--- src/rtl/adc_ctrl_pkg.sv ---
// Shared definitions for the ADC stream controller: state encodings,
// default sample width and the counter width helper.
package adc_ctrl_pkg;

    localparam int DATA_W_DEF = 10;

    typedef logic [2:0] state_t;

    localparam state_t ST_IDLE    = 3'd0;
    localparam state_t ST_WARMUP  = 3'd1;
    localparam state_t ST_CALIB   = 3'd2;
    localparam state_t ST_RUN     = 3'd3;
    localparam state_t ST_HOLDOFF = 3'd4;

    // Ceiling log2; a counter holding values 0..N needs clog2(N+1) bits.
    function automatic int clog2(input int value);
        int bits_v;
        int rem_v;
        bits_v = 0;
        rem_v  = value - 1;
        while (rem_v > 0) begin
            bits_v = bits_v + 1;
            rem_v  = rem_v >> 1;
        end
        return bits_v;
    endfunction

endpackage

--- src/rtl/adc_dc_estimator.sv ---
// DC-offset estimator: averages 2^CAL_LOG2 clean valid samples and
// publishes the floored mean together with a one-cycle done strobe.
module adc_dc_estimator
    import adc_ctrl_pkg::*;
#(
    parameter int DATA_W   = DATA_W_DEF,
    parameter int CAL_LOG2 = 10
) (
    input  logic              clk_adc,
    input  logic              rst,
    input  logic              clear,
    input  logic [DATA_W-1:0] sample_in,
    input  logic              sample_valid,
    input  logic              sample_ovr,
    output logic [DATA_W-1:0] offset,
    output logic              done,
    output logic              last
);
    localparam int ACC_W = DATA_W + CAL_LOG2;
    localparam int CNT_W = clog2((1 << CAL_LOG2) + 1);

    logic [ACC_W-1:0]  acc_r;
    logic [ACC_W-1:0]  acc_sum_s;
    logic [CNT_W-1:0]  cnt_r;
    logic [DATA_W-1:0] offset_r;
    logic              done_r;
    logic              take_s;

    // Sample acceptance, running sum and completion detect
    always_comb begin
        take_s    = ~clear & sample_valid & ~sample_ovr;
        acc_sum_s = acc_r + {{CAL_LOG2{sample_in[DATA_W-1]}}, sample_in};
        last      = take_s & (cnt_r == CNT_W'((1 << CAL_LOG2) - 1));
    end

    // Accumulator and sample counter; restart on clear or on completion
    always_ff @(posedge clk_adc or posedge rst) begin
        if (rst) begin
            acc_r <= '0;
            cnt_r <= '0;
        end else if (clear || last) begin
            acc_r <= '0;
            cnt_r <= '0;
        end else if (take_s) begin
            acc_r <= acc_sum_s;
            cnt_r <= cnt_r + CNT_W'(1);
        end
    end

    // Offset register; the upper slice of the sum is the floored arithmetic shift
    always_ff @(posedge clk_adc or posedge rst) begin
        if (rst) begin
            offset_r <= '0;
            done_r   <= 1'b0;
        end else begin
            done_r <= last;
            if (last) begin
                offset_r <= acc_sum_s[ACC_W-1:CAL_LOG2];
            end
        end
    end

    assign offset = offset_r;
    assign done   = done_r;

endmodule

--- src/rtl/adc_stream_controller.sv ---
// ADC stream sequencer: warm-up, DC calibration, offset-corrected streaming
// and overload hold-off with automatic recalibration.
module adc_stream_controller
    import adc_ctrl_pkg::*;
#(
    parameter int DATA_W         = DATA_W_DEF,
    parameter int CAL_LOG2       = 10,
    parameter int WARMUP_CYCLES  = 64,
    parameter int OVR_THRESH     = 8,
    parameter int HOLDOFF_CYCLES = 256
) (
    input  logic              clk_adc,
    input  logic              rst,
    input  logic              enable,
    input  logic              recal_req,
    input  logic [DATA_W-1:0] sample_in,
    input  logic              sample_in_valid,
    input  logic              sample_ovr,
    output logic [DATA_W:0]   sample_out,
    output logic              sample_out_valid,
    output logic [DATA_W-1:0] dc_offset,
    output logic              cal_done,
    output logic              overload,
    output logic [15:0]       overload_count,
    output logic [2:0]        state
);
    localparam int WARM_W = clog2(WARMUP_CYCLES + 1);
    localparam int OVR_W  = clog2(OVR_THRESH + 1);
    localparam int HOLD_W = clog2(HOLDOFF_CYCLES + 1);

    state_t            state_r;
    state_t            state_nxt_s;
    logic [WARM_W-1:0] warm_cnt_r;
    logic [OVR_W-1:0]  ovr_cnt_r;
    logic [HOLD_W-1:0] hold_cnt_r;
    logic [15:0]       ovl_cnt_r;
    logic [DATA_W:0]   out_r;
    logic [DATA_W:0]   out_nxt_s;
    logic              out_vld_r;
    logic              out_vld_nxt_s;
    logic              overload_r;
    logic              est_clear_s;
    logic              est_last_s;
    logic              est_done_s;
    logic [DATA_W-1:0] dc_offset_s;
    logic              warm_done_s;
    logic              ovr_trig_s;
    logic              hold_done_s;

    adc_dc_estimator #(
        .DATA_W   (DATA_W),
        .CAL_LOG2 (CAL_LOG2)
    ) u_dc_est (
        .clk_adc      (clk_adc),
        .rst          (rst),
        .clear        (est_clear_s),
        .sample_in    (sample_in),
        .sample_valid (sample_in_valid),
        .sample_ovr   (sample_ovr),
        .offset       (dc_offset_s),
        .done         (est_done_s),
        .last         (est_last_s)
    );

    // Phase-completion and trigger conditions
    always_comb begin
        est_clear_s = ~enable | recal_req | (state_r != ST_CALIB);
        warm_done_s = (warm_cnt_r == WARM_W'(WARMUP_CYCLES - 1));
        ovr_trig_s  = enable & (state_r == ST_RUN) & sample_in_valid & sample_ovr &
                      (ovr_cnt_r == OVR_W'(OVR_THRESH - 1));
        hold_done_s = ~sample_ovr & (hold_cnt_r == HOLD_W'(HOLDOFF_CYCLES - 1));
    end

    // State register
    always_ff @(posedge clk_adc or posedge rst) begin
        if (rst) begin
            state_r <= ST_IDLE;
        end else begin
            state_r <= state_nxt_s;
        end
    end

    // Next-state logic; enable low overrides everything
    always_comb begin
        state_nxt_s = ST_IDLE;
        if (!enable) begin
            state_nxt_s = ST_IDLE;
        end else begin
            case (state_r)
                ST_IDLE:    state_nxt_s = ST_WARMUP;
                ST_WARMUP:  state_nxt_s = warm_done_s ? ST_CALIB : ST_WARMUP;
                ST_CALIB:   state_nxt_s = est_last_s ? ST_RUN : ST_CALIB;
                ST_RUN: begin
                    if (ovr_trig_s) begin
                        state_nxt_s = ST_HOLDOFF;
                    end else if (recal_req) begin
                        state_nxt_s = ST_CALIB;
                    end else begin
                        state_nxt_s = ST_RUN;
                    end
                end
                ST_HOLDOFF: state_nxt_s = hold_done_s ? ST_CALIB : ST_HOLDOFF;
                default:    state_nxt_s = ST_IDLE;
            endcase
        end
    end

    // Phase counters and the saturating overload event counter
    always_ff @(posedge clk_adc or posedge rst) begin
        if (rst) begin
            warm_cnt_r <= '0;
            ovr_cnt_r  <= '0;
            hold_cnt_r <= '0;
            ovl_cnt_r  <= 16'h0000;
        end else begin
            if (state_r == ST_WARMUP && state_nxt_s == ST_WARMUP) begin
                warm_cnt_r <= warm_cnt_r + WARM_W'(1);
            end else begin
                warm_cnt_r <= '0;
            end
            if (state_r != ST_RUN || state_nxt_s != ST_RUN) begin
                ovr_cnt_r <= '0;
            end else if (sample_in_valid) begin
                ovr_cnt_r <= sample_ovr ? ovr_cnt_r + OVR_W'(1) : '0;
            end
            if (state_r == ST_HOLDOFF && state_nxt_s == ST_HOLDOFF) begin
                hold_cnt_r <= sample_ovr ? '0 : hold_cnt_r + HOLD_W'(1);
            end else begin
                hold_cnt_r <= '0;
            end
            if (ovr_trig_s && ovl_cnt_r != 16'hFFFF) begin
                ovl_cnt_r <= ovl_cnt_r + 16'd1;
            end
        end
    end

    // Corrected-sample datapath; the overload-triggering sample is dropped
    always_comb begin
        out_vld_nxt_s = (state_r == ST_RUN) & sample_in_valid & ~ovr_trig_s;
        if (out_vld_nxt_s) begin
            out_nxt_s = {sample_in[DATA_W-1], sample_in} - {dc_offset_s[DATA_W-1], dc_offset_s};
        end else begin
            out_nxt_s = out_r;
        end
    end

    // Output registers
    always_ff @(posedge clk_adc or posedge rst) begin
        if (rst) begin
            out_r      <= '0;
            out_vld_r  <= 1'b0;
            overload_r <= 1'b0;
        end else begin
            out_r      <= out_nxt_s;
            out_vld_r  <= out_vld_nxt_s;
            overload_r <= (state_nxt_s == ST_HOLDOFF);
        end
    end

    assign sample_out       = out_r;
    assign sample_out_valid = out_vld_r;
    assign dc_offset        = dc_offset_s;
    assign cal_done         = est_done_s;
    assign overload         = overload_r;
    assign overload_count   = ovl_cnt_r;
    assign state            = state_r;

endmodule

--- config.mk ---
export PLATFORM = sky130hd
export DESIGN_NAME = adc_stream_controller
export DESIGN_NICKNAME = d
export VERILOG_FILES = /design/src/rtl/adc_ctrl_pkg.sv /design/src/rtl/adc_dc_estimator.sv /design/src/rtl/adc_stream_controller.sv
export SDC_FILE = /design/constraint.sdc
export NUM_CORES = 1
export LEC_CHECK = 0
export ABC_AREA = 1
export BUFFER_PORTS_ARGS = -buffer_cell sky130_fd_sc_hd__buf_2
export CAP_MARGIN = 30
export CORE_MARGIN = 3
export CORE_UTILIZATION = 40
export CTS_CLUSTER_DIAMETER = 50
export DETAILED_ROUTE_END_ITERATION = 8
export SYNTH_ARGS = -nofsm -noshare
export SYNTH_HDL_FRONTEND = slang
export SYNTH_SLANG_ARGS = --single-unit
--- constraint.sdc ---
create_clock -name clk_adc -period 8 [get_ports clk_adc]
set_input_delay 2.4 -clock clk_adc [delete_from_list [all_inputs] [get_ports clk_adc]]
set_output_delay 2.4 -clock clk_adc [all_outputs]
set_load 0.01 [all_outputs]
==> results.json <==
{
  "status": "complete, no violations",
  "start_util_pct": 41.37,
  "p_seq_share_pct": 47.3,
  "crit_path_max_fanout": 4,
  "postCtsHoldBufs": 0,
  "ys.flop_type": "dfrtp_1",
  "cts_setup_buffers": 0,
  "yosysMostFrequentCell": "nand2_1",
  "finalSetupViolations": 0,
  "async_reset_ff_share_pct": 100.0,
  "synthTopCellsByCount": "nand2_1 (269), inv_1 (106), dfrtp_1 (94)",
  "root_buffer": "clkbuf_16",
  "syn_area_um2": 6103,
  "r2r_cells": 8,
  "ys_top_cells_by_area": "dfrtp_1 (39%), nand2_1 (17%), ha_1 (7.2%)",
  "path_class": "in -> reg",
  "cpMostUsedCell": "nand3_1",
  "port_buffers": 58,
  "peakVddDrop_v": 0.00009386,
  "setup_tns_ns": 0,
  "cts_buffers": 9,
  "required_ns": 8.24,
  "routed_wl_mm": 14.71,
  "drive_gt1_share_pct": 11.12,
  "switching_power_mw": 0.2554,
  "track_usage_pct": 18.84,
  "critPathCaptureType": "flip-flop",
  "ys_seq_area_share_pct": 38.54,
  "worstMarginPinSlew_ns": 0.5849,
  "grt_antenna_before_repair": 0,
  "p_comb_share_pct": 8.2,
  "min_path_type": "reg -> reg",
  "drv_slew": 0,
  "synth_warnings": 0,
  "worstPathCellList": "buf_2 -> ha_1 -> fa_1 -> nand3_1 -> nand3_1 -> nand2_1 -> nand2_1 -> nand3_1 -> nand3b_1 -> nand3_1 -> nand2_1",
  "yosysTopAreaCell": "dfrtp_1",
  "pwr-share-clk_pct": 44.6,
  "placed_cell_area_um2": 6576,
  "die_area_um2": 16780,
  "clkSinkCount": 94,
  "hold_end": "hold_cnt_r[0]",
  "min_period_over_period_pct": 49.25,
  "route.detailed.drc": 0,
  "syn-mean-instance-area_um2": 7.266,
  "die_width_um": 129.5,
  "cts_tree": "yes",
  "crit_family": "simple AND/OR/NAND/NOR gates",
  "whs_ns": 0.4583,
  "start_kind": "primary input",
  "synthCells": 840,
  "die_h_um": 129.5,
  "reg2reg_to": "u_dc_est.offset[3]",
  "pin_count": 59,
  "avgViaCountPerCell": 4.894,
  "finClkSkew_ns": 0.009977,
  "grt_start_max_net_pins": 73,
  "p_leak_nw": 3.641,
  "rrSetupSlack_ns": 5.75,
  "layout_min_cycle_time_ns": 3.940,
  "grt_pass1_vias": 5190,
  "crit_arrival_ns": 4.18,
  "synth_top_area_share_pct": 38.54,
  "clk_pin_slew_ns": 0.07,
  "cts_buffer_depth": 2,
  "nets": 956,
  "core-area_um2": 14750,
  "grt_setup_unrepaired": "no",
  "first_pass_iters": 5,
  "area_growth_pct": 13.39,
  "vias": 5344,
  "place_inst": 1075,
  "cp.buffers_inverters": 1,
  "total_power_mw": 1.029,
  "swShare_pct": 24.82,
  "insertion_delay_ns": 0.35,
  "r2r-start": "u_dc_est.cnt_r[1]",
  "ys_ff_latch": 94,
  "drtIter0Drc": 267,
  "p_int_mw": 0.7735,
  "synth_edf_count": 0,
  "hold_viol": 0,
  "finalNonFillerCells": 1092,
  "hpwl_mm": 11.21,
  "cp_slowest_stage_delay_ns": 0.49,
  "grt-ovfl-total": 0,
  "post_drt_wl_per_cell_um": 13.47,
  "slew_headroom_pct": 60.91,
  "drtAntennaViolNets": 0,
  "cts_resized": 0,
  "fmax_mhz": 253.8,
  "cp_num_cells": 11,
  "synth_nets": 893,
  "antenna_cells": 0,
  "grt_pass1_wl_mm": 25.51,
  "final_cell_area_um2": 6920,
  "min_path_cells": 1,
  "maxCapViolCount": 0,
  "row_count": 44,
  "synth.distinct_cells": 35,
  "gp_congestion": 0.9142,
  "min-delay-start": "hold_cnt_r[0]",
  "cp_slowest_cell": "fa_1",
  "h-tree-depth": 3,
  "p_per_area_nw_per_um2": 148.7
}
## cells by family after synthesis
logic type      Yosys count  share of synthesized area (%)
compound gates           73                          6.519
fa+ha+maj                37                          7.831
xor+xnor                 38                          5.453
buf+inv                 121                          7.893
flops                    94                          38.54
simple gates            477                          33.76
## sequential cells by signal, summed over array words and instances, names as in the netlist
signal / flops
u_dc_est.acc_r: 20
overload_count: 16
sample_out: 11
u_dc_est.cnt_r: 11
u_dc_est.offset: 10
hold_cnt_r: 9
warm_cnt_r: 7
ovr_cnt_r: 4
state: 3
overload: 1
sample_out_valid: 1
u_dc_est.done: 1
## cells in the final DEF (no fill, tap or decap), types with 5 or more instances in the layout
master,count
nand4_1,12
inv_1,105
buf_2,58
o21ai_0,31
ha_1,35
xnor2_1,15
a21oi_1,25
inv_2,5
nand3_1,64
nand3b_1,10
nand2_1,269
o21ai_1,6
nand2_2,5
clkbuf_16,9
xor2_1,23
dfrtp_1,94
nor3_1,18
nand3_2,5
nor2_1,82
## metal layers
metal  share of wire [%]  vias to the layer above  wire length (um)  global-route usage [%]
met1                  51                     2436              7549                   27.43
met4                 1.4                        0               208                   4.768
met2                  44                       84              6407                   29.09
met3                 3.7                       14               548                   3.421
met5                   0                        -                 0                       0
li1                    -                     2810                 -                       -
## final cells by class
cell class                 instances  area (um^2)
fill                            1519         7834
multi-input combinational        625         3269
sequential                        94         2352
inverter                         113        426.7
timing repair buffer              60        325.3
clock buffer                      11        252.7
tap                              184        230.2
clock inverter                     5        63.81
## power groups by stage
stage	registers [mW]	clock network, mW	logic (mW)
6_report	0.486	0.459	0.0839
5_1_grt	0.487	0.494	0.0975
4_1_cts	0.486	0.474	0.0835
3_5_place_dp	0.495	0	0.0834
3_3_place_gp	0.495	0	0.0830
2_1_floorplan	0.499	0	0.0507
## through the flow
step                utilization [%]  setup WS (ns)
global placement              44.57          3.727
CTS                           46.72          4.087
finish                        46.90          4.060
floorplan                         -          3.151
global route                  46.90          3.954
detailed placement            44.57          3.720
## worst max-delay path by stage
| stage | start | endpoint | slack (ns) |
|---|---|---|---|
| 3_3_place_gp | sample_in[0] | u_dc_est.acc_r[14] | 3.73 |
| 6_report | sample_in[0] | u_dc_est.acc_r[16] | 4.06 |
| 4_1_cts | sample_in[0] | u_dc_est.acc_r[16] | 4.09 |
| 2_1_floorplan | rst | hold_cnt_r[0] | 3.15 |
| 3_5_place_dp | sample_in[0] | u_dc_est.acc_r[16] | 3.72 |
| 5_1_grt | sample_in[0] | u_dc_est.acc_r[16] | 3.95 |
Note: power is estimated with default switching activity, not from simulation.
